===== src/rtl/seg_pkg.sv =====
// Shared definitions for the seven-segment scan driver: digit width, blank code
// and the active-low {g,f,e,d,c,b,a} glyph table for hex digits.
package seg_pkg;

  localparam int DIGIT_W = 4;

  localparam logic [6:0] SEG_OFF = 7'h7F;

  // Entry n is the glyph for value n; listed from F down to 0.
  localparam logic [15:0][6:0] SEG_TABLE = {
    7'h0E, 7'h06, 7'h21, 7'h46,   // F E d C
    7'h03, 7'h08, 7'h10, 7'h00,   // b A 9 8
    7'h78, 7'h02, 7'h12, 7'h19,   // 7 6 5 4
    7'h30, 7'h24, 7'h79, 7'h40    // 3 2 1 0
  };

  function automatic logic [6:0] seg_lookup(input logic [DIGIT_W-1:0] value);
    return SEG_TABLE[value];
  endfunction

endpackage


===== src/rtl/hex_to_seg.sv =====
// Combinational 4-bit value to active-low seven-segment glyph.
// Values above 9 decode as A,b,C,d,E,F so the same driver serves BCD and hex counters.
module hex_to_seg
  import seg_pkg::*;
(
  input  logic [DIGIT_W-1:0] value,
  output logic [6:0]         seg
);

  assign seg = seg_lookup(value);

endmodule


===== src/rtl/seg_scan_driver.sv =====
// Time-multiplexed common-anode seven-segment driver. Digit inputs are snapshotted
// once per frame so a rippling counter carry never shows a torn value.
module seg_scan_driver
  import seg_pkg::*;
#(
  parameter int NUM_DIGITS   = 8,
  parameter int REFRESH_DIV  = 100000,
  parameter int BLANK_CYCLES = 16
) (
  input  logic                          clkSignal,
  input  logic                          rst,
  input  logic [DIGIT_W*NUM_DIGITS-1:0] digits,
  input  logic [NUM_DIGITS-1:0]         digit_en,
  input  logic [NUM_DIGITS-1:0]         dp_in,
  input  logic                          blank_lz,
  output logic [NUM_DIGITS-1:0]         an,
  output logic [6:0]                    seg,
  output logic                          dp
);

  localparam int CNT_W = (REFRESH_DIV > 1) ? $clog2(REFRESH_DIV) : 1;
  localparam int IDX_W = (NUM_DIGITS > 1) ? $clog2(NUM_DIGITS) : 1;

  localparam logic [CNT_W-1:0] CNT_LAST = CNT_W'(REFRESH_DIV - 1);
  localparam logic [CNT_W-1:0] CNT_LIT  = CNT_W'(BLANK_CYCLES);
  localparam logic [IDX_W-1:0] IDX_LAST = IDX_W'(NUM_DIGITS - 1);

  logic [CNT_W-1:0]              cnt;
  logic [IDX_W-1:0]              idx;
  logic                          slot_end;
  logic                          frame_end;

  logic [DIGIT_W*NUM_DIGITS-1:0] snap_dig;
  logic [NUM_DIGITS-1:0]         snap_en;
  logic [NUM_DIGITS-1:0]         snap_dp;
  logic                          load;

  logic [NUM_DIGITS-1:0]         is_zero;
  logic [NUM_DIGITS-1:0]         lz_mask;
  logic                          lz_run;

  logic [DIGIT_W-1:0]            cur_dig;
  logic [6:0]                    cur_seg;
  logic                          lit;
  logic [NUM_DIGITS-1:0]         an_nxt;
  logic [6:0]                    seg_nxt;
  logic                          dp_nxt;

  assign slot_end  = (cnt == CNT_LAST);
  assign frame_end = slot_end && (idx == IDX_LAST);

  always_ff @(posedge clkSignal or negedge rst) begin
    if (!rst) begin
      cnt <= '0;
      idx <= '0;
    end else if (slot_end) begin
      cnt <= '0;
      idx <= frame_end ? '0 : idx + 1'b1;
    end else begin
      cnt <= cnt + 1'b1;
    end
  end

  // Capture once right after reset, then only as the scan wraps back to digit 0.
  always_ff @(posedge clkSignal or negedge rst) begin
    if (!rst) begin
      snap_dig <= '0;
      snap_en  <= '0;
      snap_dp  <= '0;
      load     <= 1'b1;
    end else begin
      load <= 1'b0;
      if (load || frame_end) begin
        snap_dig <= digits;
        snap_en  <= digit_en;
        snap_dp  <= dp_in;
      end
    end
  end

  // Walk down from the most significant digit; a disabled digit reads as zero.
  always_comb begin
    is_zero = '0;
    lz_mask = '0;
    lz_run  = blank_lz;
    for (int i = 0; i < NUM_DIGITS; i++) begin
      is_zero[i] = (snap_dig[i*DIGIT_W +: DIGIT_W] == '0) || !snap_en[i];
    end
    for (int i = NUM_DIGITS - 1; i >= 1; i--) begin
      lz_run     = lz_run && is_zero[i];
      lz_mask[i] = lz_run;
    end
  end

  assign cur_dig = snap_dig[idx*DIGIT_W +: DIGIT_W];

  hex_to_seg u_hex_to_seg (
    .value (cur_dig),
    .seg   (cur_seg)
  );

  assign lit = (cnt >= CNT_LIT) && snap_en[idx] && !lz_mask[idx];

  always_comb begin
    an_nxt  = '1;
    seg_nxt = SEG_OFF;
    dp_nxt  = 1'b1;
    if (lit) begin
      an_nxt[idx] = 1'b0;
      seg_nxt     = cur_seg;
      dp_nxt      = ~snap_dp[idx];
    end
  end

  always_ff @(posedge clkSignal or negedge rst) begin
    if (!rst) begin
      an  <= '1;
      seg <= SEG_OFF;
      dp  <= 1'b1;
    end else begin
      an  <= an_nxt;
      seg <= seg_nxt;
      dp  <= dp_nxt;
    end
  end

endmodule


===== config.mk =====
export PLATFORM = sky130hd
export DESIGN_NAME = seg_scan_driver
export DESIGN_NICKNAME = d
export VERILOG_FILES = /design/src/rtl/seg_pkg.sv /design/src/rtl/hex_to_seg.sv /design/src/rtl/seg_scan_driver.sv
export SDC_FILE = /design/constraint.sdc
export NUM_CORES = 1
export LEC_CHECK = 0
export CORE_ASPECT_RATIO = 0.8
export CORE_UTILIZATION = 55
export CTS_BUF_LIST = sky130_fd_sc_hd__clkbuf_8
export DETAILED_ROUTE_END_ITERATION = 10
export PLACE_DENSITY = 0.85
export SLEW_MARGIN = 20
export SYNTH_ARGS = -nofsm -noshare
export SYNTH_HDL_FRONTEND = slang
export SYNTH_SLANG_ARGS = --single-unit

===== constraint.sdc =====
create_clock -name clkSignal -period 4.45 [get_ports clkSignal]
set_clock_uncertainty 0.1 [all_clocks]
set_input_delay 0.89 -clock clkSignal [delete_from_list [all_inputs] [get_ports clkSignal]]
set_output_delay 0.89 -clock clkSignal [all_outputs]
set_load 0.05 [all_outputs]

Word-level counts from Yosys, hierarchy flattened
Memories as Yosys holds them, arrays and structs flattened.
Index checks and enable logic that the tools add are counted.
{"block": "classes", "n_lt_le_gt_ge": 4, "n_shift": 1, "n_mux": 14, "n_reduce_logical": 34, "bitwise": 2, "eq_ne": 2, "addsub": 2}
{"cell": "32-bit by 6-bit variable part select with 4-bit output", "count": 1}
{"cell": "4-bit logical NOT", "count": 7}
{"cell": "17-bit by 1-bit adder with 17-bit output, second input constant", "count": 1}
{"cell": "17-bit equality test, second input constant", "count": 1}
{"cell": "17-bit by 5-bit greater-or-equal comparator with 1-bit output, second input constant", "count": 1}
{"cell": "17-bit two-way mux", "count": 1}
{"cell": "7-bit two-way mux", "count": 2}
{"cell": "1-bit logical AND", "count": 11}
{"cell": "1-bit binary-select mux with 3-bit select", "count": 3}
{"cell": "1-bit logical NOT", "count": 8}
{"cell": "1-bit logical OR", "count": 8}
{"cell": "8-bit two-way mux", "count": 1}
{"cell": "8-bit NOT", "count": 1}
{"cell": "4-bit by 5-bit < comparator with 1-bit output, second input constant", "count": 1}
{"cell": "1-bit two-way mux", "count": 5}
{"cell": "3-bit by 4-bit < comparator with 1-bit output, second input constant", "count": 1}
{"cell": "3-bit by 1-bit adder with 3-bit output, second input constant", "count": 1}
{"cell": "1-bit demux with 3-bit select", "count": 1}
{"cell": "3-bit equality test, second input constant", "count": 1}
{"cell": "3-bit by 1-bit greater-or-equal comparator with 1-bit output, second input constant", "count": 1}
{"cell": "3-bit two-way mux", "count": 1}
{"cell": "1-bit NOT", "count": 1}
{"block": "totals", "output_inout_bits": 16, "register_bits": 85, "mem_count": 1, "mem_bits_ro": 112, "inputBits": 51}
{"name": "(no name shown)", "depth": 16, "word_bits": 7, "rd": 1, "rd_clocked_by_memory_dff": 0, "write_ports": 0, "line": "seg_pkg.sv:18", "text": "return SEG_TABLE[value];"}

Depth between registers and ports, before layout
Gate-level depths: netlist (run 1).
{"block": "logic_depth", "word_depth": 14, "mapped_depth": 11}

Hierarchy
A second synthesis (run 1) with hierarchy kept.
{"block": "unflattened", "cells_unflattened": 357, "area_unflattened_um2": 4286.6}
{"mod": "seg_scan_driver", "cells_each": 322, "area_each_um2": 4038.9, "n_inst": 1}
{"mod": "hex_to_seg", "cells_each": 35, "area_each_um2": 247.7, "n_inst": 1}

Worst setup path after synthesis (run 1)
No wires, ideal clock.
{"block": "synth_path", "path_type": "flip-flop to flip-flop", "from": "reg idx[1]", "to": "reg seg[5]", "n_path_buf": 2, "period_less_slack_ns": 2.440, "arrival_ns": 2.228, "setup_slack_ns": 2.010, "required_time_ns": 4.238, "setup_time_ns": 0.112, "stages_incl_launch_ff": 12, "cell_sequence": "dfrtp_1 > buf_2 > buf_2 > nand3b_1 > o21ai_0 > a222oi_1 > inv_1 > ha_1 > inv_1 > nor2_1 > a21oi_1 > o221ai_1"}
{"block": "synth_via", "elab_chain_len": 5}
{"item": "start, declared", "line": "seg_scan_driver.sv:29", "text": "logic [IDX_W-1:0] idx;"}
{"item": "start signal, assigned", "line": "seg_scan_driver.sv:58", "text": "idx <= frame_end ? '0 : idx + 1'b1;"}
{"item": "parallel branches: the longest is 4 deep, another holds memory read 16 x 7 bit"}
{"item": "7-bit two-way mux *", "line": "seg_scan_driver.sv:108", "text": "if (lit) begin"}
{"item": "net seg_nxt[5]", "line": "seg_scan_driver.sv:46", "text": "logic [6:0] seg_nxt;"}
{"item": "end signal, assigned", "line": "seg_scan_driver.sv:122", "text": "seg <= seg_nxt;"}
{"item": "end, declared", "line": "seg_scan_driver.sv:17", "text": "output logic [6:0] seg,"}
Mark *: on every way through the listed nets, which the timed path passes. The select of a mux whose other input is x is not followed.
A chain may end at the register's enable or synchronous reset.

Final worst setup path (run 1)
{"block": "layout_path", "from": "reg idx[2]", "to": "reg seg[5]"}
Same word-level chain as after synthesis.

==> results_dict.tcl, run 1 <==
set metrics [dict create \
    h-tree-depth 3 \
    grt_max_degree 86 \
    start_util_pct 58.8 \
    worst_pin_slew_ps 885 \
    cts-buffers-inserted 9 \
    cp_common_cell "inv_1" \
    placed_area_um2 4880 \
    worst_ep_arrival_time_ps 3210 \
    synth.avg_cell_area_um2 12.8 \
    clockBufferDepth 2 \
    synth_edf_count 0 \
    antenna_found_initial 0 \
    place.gp.congestion 0.861 \
    dp_cells 468 \
    cts_root_buf "clkbuf_8" \
    die_h_um 79.9 \
    wl_mm 8.83 \
    p_leak_nw 2.18 \
    max-cap-violations 0 \
    vias_per_cell 5.87 \
    path_cells "nand3b_1 > o21ai_0 > a222oi_1 > inv_1 > ha_1 > inv_1 > nor2_1 > a21oi_1 > o221ai_1" \
    fillers 468 \
    crit_path_end_kind "register" \
    netlist_instances 325 \
    clkSlewWorstSetupHoldPaths_ps 80 \
    power_density_nw_per_um2 361 \
    critPathMaxStageDelay_ps 830 \
    routedWlPerCell_um 18.2 \
    ys_types 45 \
    num_rows 27 \
    coreArea_um2 7090 \
    relSlewSlack_pct 41.0 \
    first_pass_iters 4 \
    stdcell_count 484 \
    postCtsSetupRepairBufs 0 \
    grt_pass1_vias 2800 \
    max_freq_ghz 0.327 \
    hold_ws_ps 415 \
    setup_viol 0 \
    grt_usage_pct 23.8 \
    startpoint_type "register" \
    final_area_um2 5140 \
    ys_top_cells_by_count "dfrtp_1 (68), mux2_2 (30), nand2_1 (24), mux2_4 (20), nor2_1 (18)" \
    synthArstFlopShare_pct 100 \
    via_count 2842 \
    cts_hold_buf 0 \
    yosysSeqAreaShare_pct 51.5 \
    critPathKind "register to register" \
    power_mw 1.86 \
    yosysWarnings 0 \
    vdd_drop_max_v 0.000256 \
    path_buf_inv 2 \
    synth_ff_type "dfrtp_1" \
    remaining_drc_errors 0 \
    fin_crit_ps 3060 \
    n_antenna_cell 0 \
    dp_hpwl_mm 6.31 \
    grt_overflow 0 \
    drtAntennaViolNets 0 \
    drt_iter0_markers 182 \
    clock-sinks 85 \
    rsz0062_at_grt "no" \
    final_nets 453 \
    cp_max_fo 20 \
    layout-drive-gt1-share_pct 24.9 \
    grt_pass1_wl_mm 14.1 \
    status "completed" \
    hold_viol_final 0 \
    fp.dieW_um 99.3 \
    critPathTopFamily "compound AO/OA/AOI/OAI gates" \
    die-area_um2 7930 \
    ios 67 \
    critPathRequiredTime_ps 4600 \
    syn_nets 386 \
    drv_slew 0 \
    cts_tree "yes" \
    ys_ff_latch 85 \
    setup_tns_ps 0 \
    clk_latency_ps 360 \
    area_growth_pct 23.2 \
    slowest_stage "a222oi_1" \
    period_share_pct 68.8 \
    synth_top_area_share_pct 40.8 \
    cts_resized 0 \
    hold_class "register to register" \
    port_buffers 66 \
    synth_area_leaders "dfrtp_1 (41%), dfstp_2 (11%), mux2_2 (8.1%)" \
    synth_largest_area_cell "dfrtp_1" \
    yosysMostFrequentCell "dfrtp_1" \
    syn_area_um2 4170 \
]
final timing paths:
path	start	end	slack [ps]	cells after the start
max reg2reg	idx[2]$_DFFE_PN0N_	seg[5]$_DFF_PN1_	1390	9
max	idx[2]$_DFFE_PN0N_	seg[5]$_DFF_PN1_	1390	9
min	cnt[0]$_DFF_PN0_	cnt[0]$_DFF_PN0_	410	1
min in group asynchronous	rst	cnt[6]$_DFF_PN0_	460	1
max in group asynchronous	rst	snap_dig[9]$_DFFE_PN0P_	3280	1
min reg2reg	cnt[0]$_DFF_PN0_	cnt[0]$_DFF_PN0_	410	1
sequential cells by signal, indices dropped and copies added (netlist names):
name / count
snap_dp: 8
seg: 7
load: 1
snap_en: 8
dp: 1
an: 8
idx: 3
snap_dig: 32
cnt: 17
routing by layer:
metal / wire (µm) / up-vias / share of wire (%) / global-route usage [%]
met5: 0 / - / 0 / 0
met4: 101 / 0 / 1.1 / 5.88
met3: 478 / 10 / 5.4 / 7.53
met2: 4150 / 107 / 47 / 37.5
met1: 4100 / 1418 / 46 / 32.1
li1: - / 1307 / - / -
cell usage in the layout, fill, tap and decap left out, types with 8 or more instances in the layout:
cell type / count
xnor2_1: 9
clkdlybuf4s50_1: 65
mux2_4: 20
nand3_1: 10
dfrtp_1: 68
ha_1: 10
mux2i_1: 9
clkbuf_8: 10
inv_1: 15
mux2_2: 30
mux4_2: 8
nand2_1: 24
nor2_1: 18
dfstp_2: 17
power breakdown:
group	switching (mW)	leakage (nW)	total [mW]	internal, mW
logic	0.149	1.05	0.302	0.152
clock network	0.277	0.124	0.665	0.388
registers	0.0473	1.00	0.890	0.842
cell families after synthesis:
kind of cell	share of synthesized area, %
AOI/OAI and AO/OA	6.51
xor gates and xnor gates	3.15
adders and majority gates	3.00
buffers and inverters	3.09
DFF	51.5
muxes	22.0
other	0.0899
and+or+nand+nor	10.6
final cells by class:
| class | instances | area, µm² | area share (%) |
|---|---|---|---|
| flip-flops and latches | 85 | 2150 | 41.8 |
| well taps | 87 | 109 | 2.12 |
| multi-input cells | 214 | 1900 | 37.0 |
| clock buffers | 10 | 138 | 2.68 |
| clock inverters | 6 | 110 | 2.14 |
| repair buffers | 68 | 677 | 13.2 |
| inverters | 14 | 52.6 | 1.02 |
per-stage QoR:
stage                     utilization (%)  setup slack, ps
after floorplan                         -             2010
after detailed placement             68.8             1280
after CTS                            72.3             1260
after global placement               68.8             1420
final                                72.4             1390
after global routing                 72.4             1110
(Power assumes the default switching activity.)
==> inputs of run 2 (changes only) <==
==> constraint.sdc (replaced) <==
create_clock -name clkSignal -period 3.1 [get_ports clkSignal]
set_clock_uncertainty 0.1 [all_clocks]
set_input_delay 0.62 -clock clkSignal [delete_from_list [all_inputs] [get_ports clkSignal]]
set_output_delay 0.62 -clock clkSignal [all_outputs]
set_load 0.05 [all_outputs]
==> run 2 against run 1 <==
Non-clock buffer count up 3. Utilization is 0.12 points higher. Sequential cell count unchanged. Critical endpoint is now seg[2]$_DFF_PN1_. Highest routed layer unchanged.
==> results_dict.tcl, run 2 (same netlist as run 1, synthesis figures left out) <==
set metrics [dict create \
    dpl_worst_slack_ps 507 \
    fp.dieW_um 99.3 \
    antenna_found_initial 0 \
    worst_pin_slew_ps 745 \
    hold_ws_ps 197 \
    place.gp.congestion 0.875 \
    cts_resized 0 \
    hold_viol_final 0 \
    port_buffers 66 \
    clockBufferDepth 2 \
    p_leak_nw 2.19 \
    grt_pass1_vias 2924 \
    critPathKind "register to register" \
    fillers 467 \
    coreArea_um2 7090 \
    crit_path_end_kind "register" \
    multiInputGateArea_um2 1900 \
    rsz0062_at_grt "no" \
    max_freq_ghz 0.384 \
    vias_per_cell 5.86 \
    cts_hold_buf 0 \
    first_pass_iters 4 \
    grt_pass1_wl_mm 14.8 \
    reg2reg_depth 5 \
    dp_hpwl_mm 6.29 \
    clkSlewWorstSetupHoldPaths_ps 90 \
    cts_tree "yes" \
    largest_registers "snap_dig (32), cnt (17)" \
    vdd_drop_max_v 0.000329 \
    hold_class "input port to asynchronous set/reset pin" \
    fin_crit_ps 2600 \
    final_nets 456 \
    die_h_um 79.9 \
    regToRegEndpoint "seg[2]$_DFF_PN1_" \
    critPathRequiredTime_ps 3230 \
    layout-drive-gt1-share_pct 25.3 \
    grt_max_degree 86 \
    via_count 2856 \
    h-tree-depth 3 \
    stdcell_count 487 \
    setup_tns_ps 0 \
    die-area_um2 7930 \
    placed_area_um2 4920 \
    final_util_pct 72.5 \
    drv_slew 0 \
    routedWlPerCell_um 17.7 \
    r2r_start "idx[2]$_DFFE_PN0N_" \
    fin_ws_ps 497 \
    status "completed" \
    postCtsSetupRepairBufs 0 \
    num_rows 27 \
    clock-sinks 85 \
    top_register "snap_dig" \
    clk_latency_ps 360 \
    layout_commonest_cell "dfrtp_1" \
    relSlewSlack_pct 50.3 \
    ios 67 \
    drt_iter0_markers 209 \
    cp_max_fo 20 \
    n_antenna_cell 0 \
    period_share_pct 84.0 \
    largest_reg_flops 32 \
    register_area_um2 2150 \
    dp_cells 471 \
    start_util_pct 58.8 \
    max-cap-violations 0 \
    drtAntennaViolNets 0 \
    layout_common_cells "dfrtp_1 (68), clkdlybuf4s50_1 (65), mux2_2 (30)" \
    cts-buffers-inserted 9 \
    power_mw 2.58 \
    wl_mm 8.64 \
    setup_viol 0 \
    cts_root_buf "clkbuf_8" \
    final_area_um2 5150 \
    grt_overflow 0 \
    area_growth_pct 23.4 \
    grt_usage_pct 24.6 \
    worst_ep_arrival_time_ps 2740 \
    r2r_setup_slack_ps 500 \
    power_density_nw_per_um2 502 \
    remaining_drc_errors 0 \
    startpoint_type "register" \
]
run 2: cell types whose count changed in the layout (fill, tap and decap cells not counted):
cell,previous run,this run
buf_12,0,1
clkinv_4,0,1
inv_6,1,0
bufinv_16,3,2
clkinvlp_4,1,2
mux2i_2,1,0
mux2i_1,9,10
buf_4,2,4
run 2: report_power, final:
| part | internal [mW] | switching [mW] |
|---|---|---|
| Combinational | 0.223 | 0.214 |
| Sequential | 1.21 | 0.0678 |
| Clock | 0.474 | 0.395 |
run 2: critical path: stages (launching register included):
cell and delay (ps):
dfrtp_1 660, and2_1 340, o311ai_0 370, a211oi_1 160
o22ai_1 560, o221ai_1 290
run 2: how the worst max path moves through the flow:
| stage | from | end | slack (ps) | cells after the start |
|---|---|---|---|---|
| floorplan | idx[1]$_DFFE_PN0N_ | seg[5]$_DFF_PN1_ | 660 | 11 |
| global placement | idx[2]$_DFFE_PN0N_ | seg[4]$_DFF_PN1_ | 660 | 8 |
| detailed placement | idx[2]$_DFFE_PN0N_ | seg[2]$_DFF_PN1_ | 510 | 5 |
| CTS | idx[2]$_DFFE_PN0N_ | seg[2]$_DFF_PN1_ | 530 | 5 |
| global route | idx[2]$_DFFE_PN0N_ | seg[2]$_DFF_PN1_ | 290 | 5 |
| finish | idx[2]$_DFFE_PN0N_ | seg[2]$_DFF_PN1_ | 500 | 5 |
run 2: final cells by class:
type / count / share of cell area (%)
tap: 87 / 2.12
multi-input combinational: 214 / 36.9
clock inverter: 6 / 1.70
sequential: 85 / 41.7
inverter: 14 / 1.02
clock buffer: 10 / 2.67
timing repair buffer: 71 / 13.8
run 2: routing by layer:
metal	GRT usage, %	share of wire [%]
met5	3.50	0
met4	10.4	2.1
met3	5.78	6.1
met2	38.9	48
met1	32.3	44
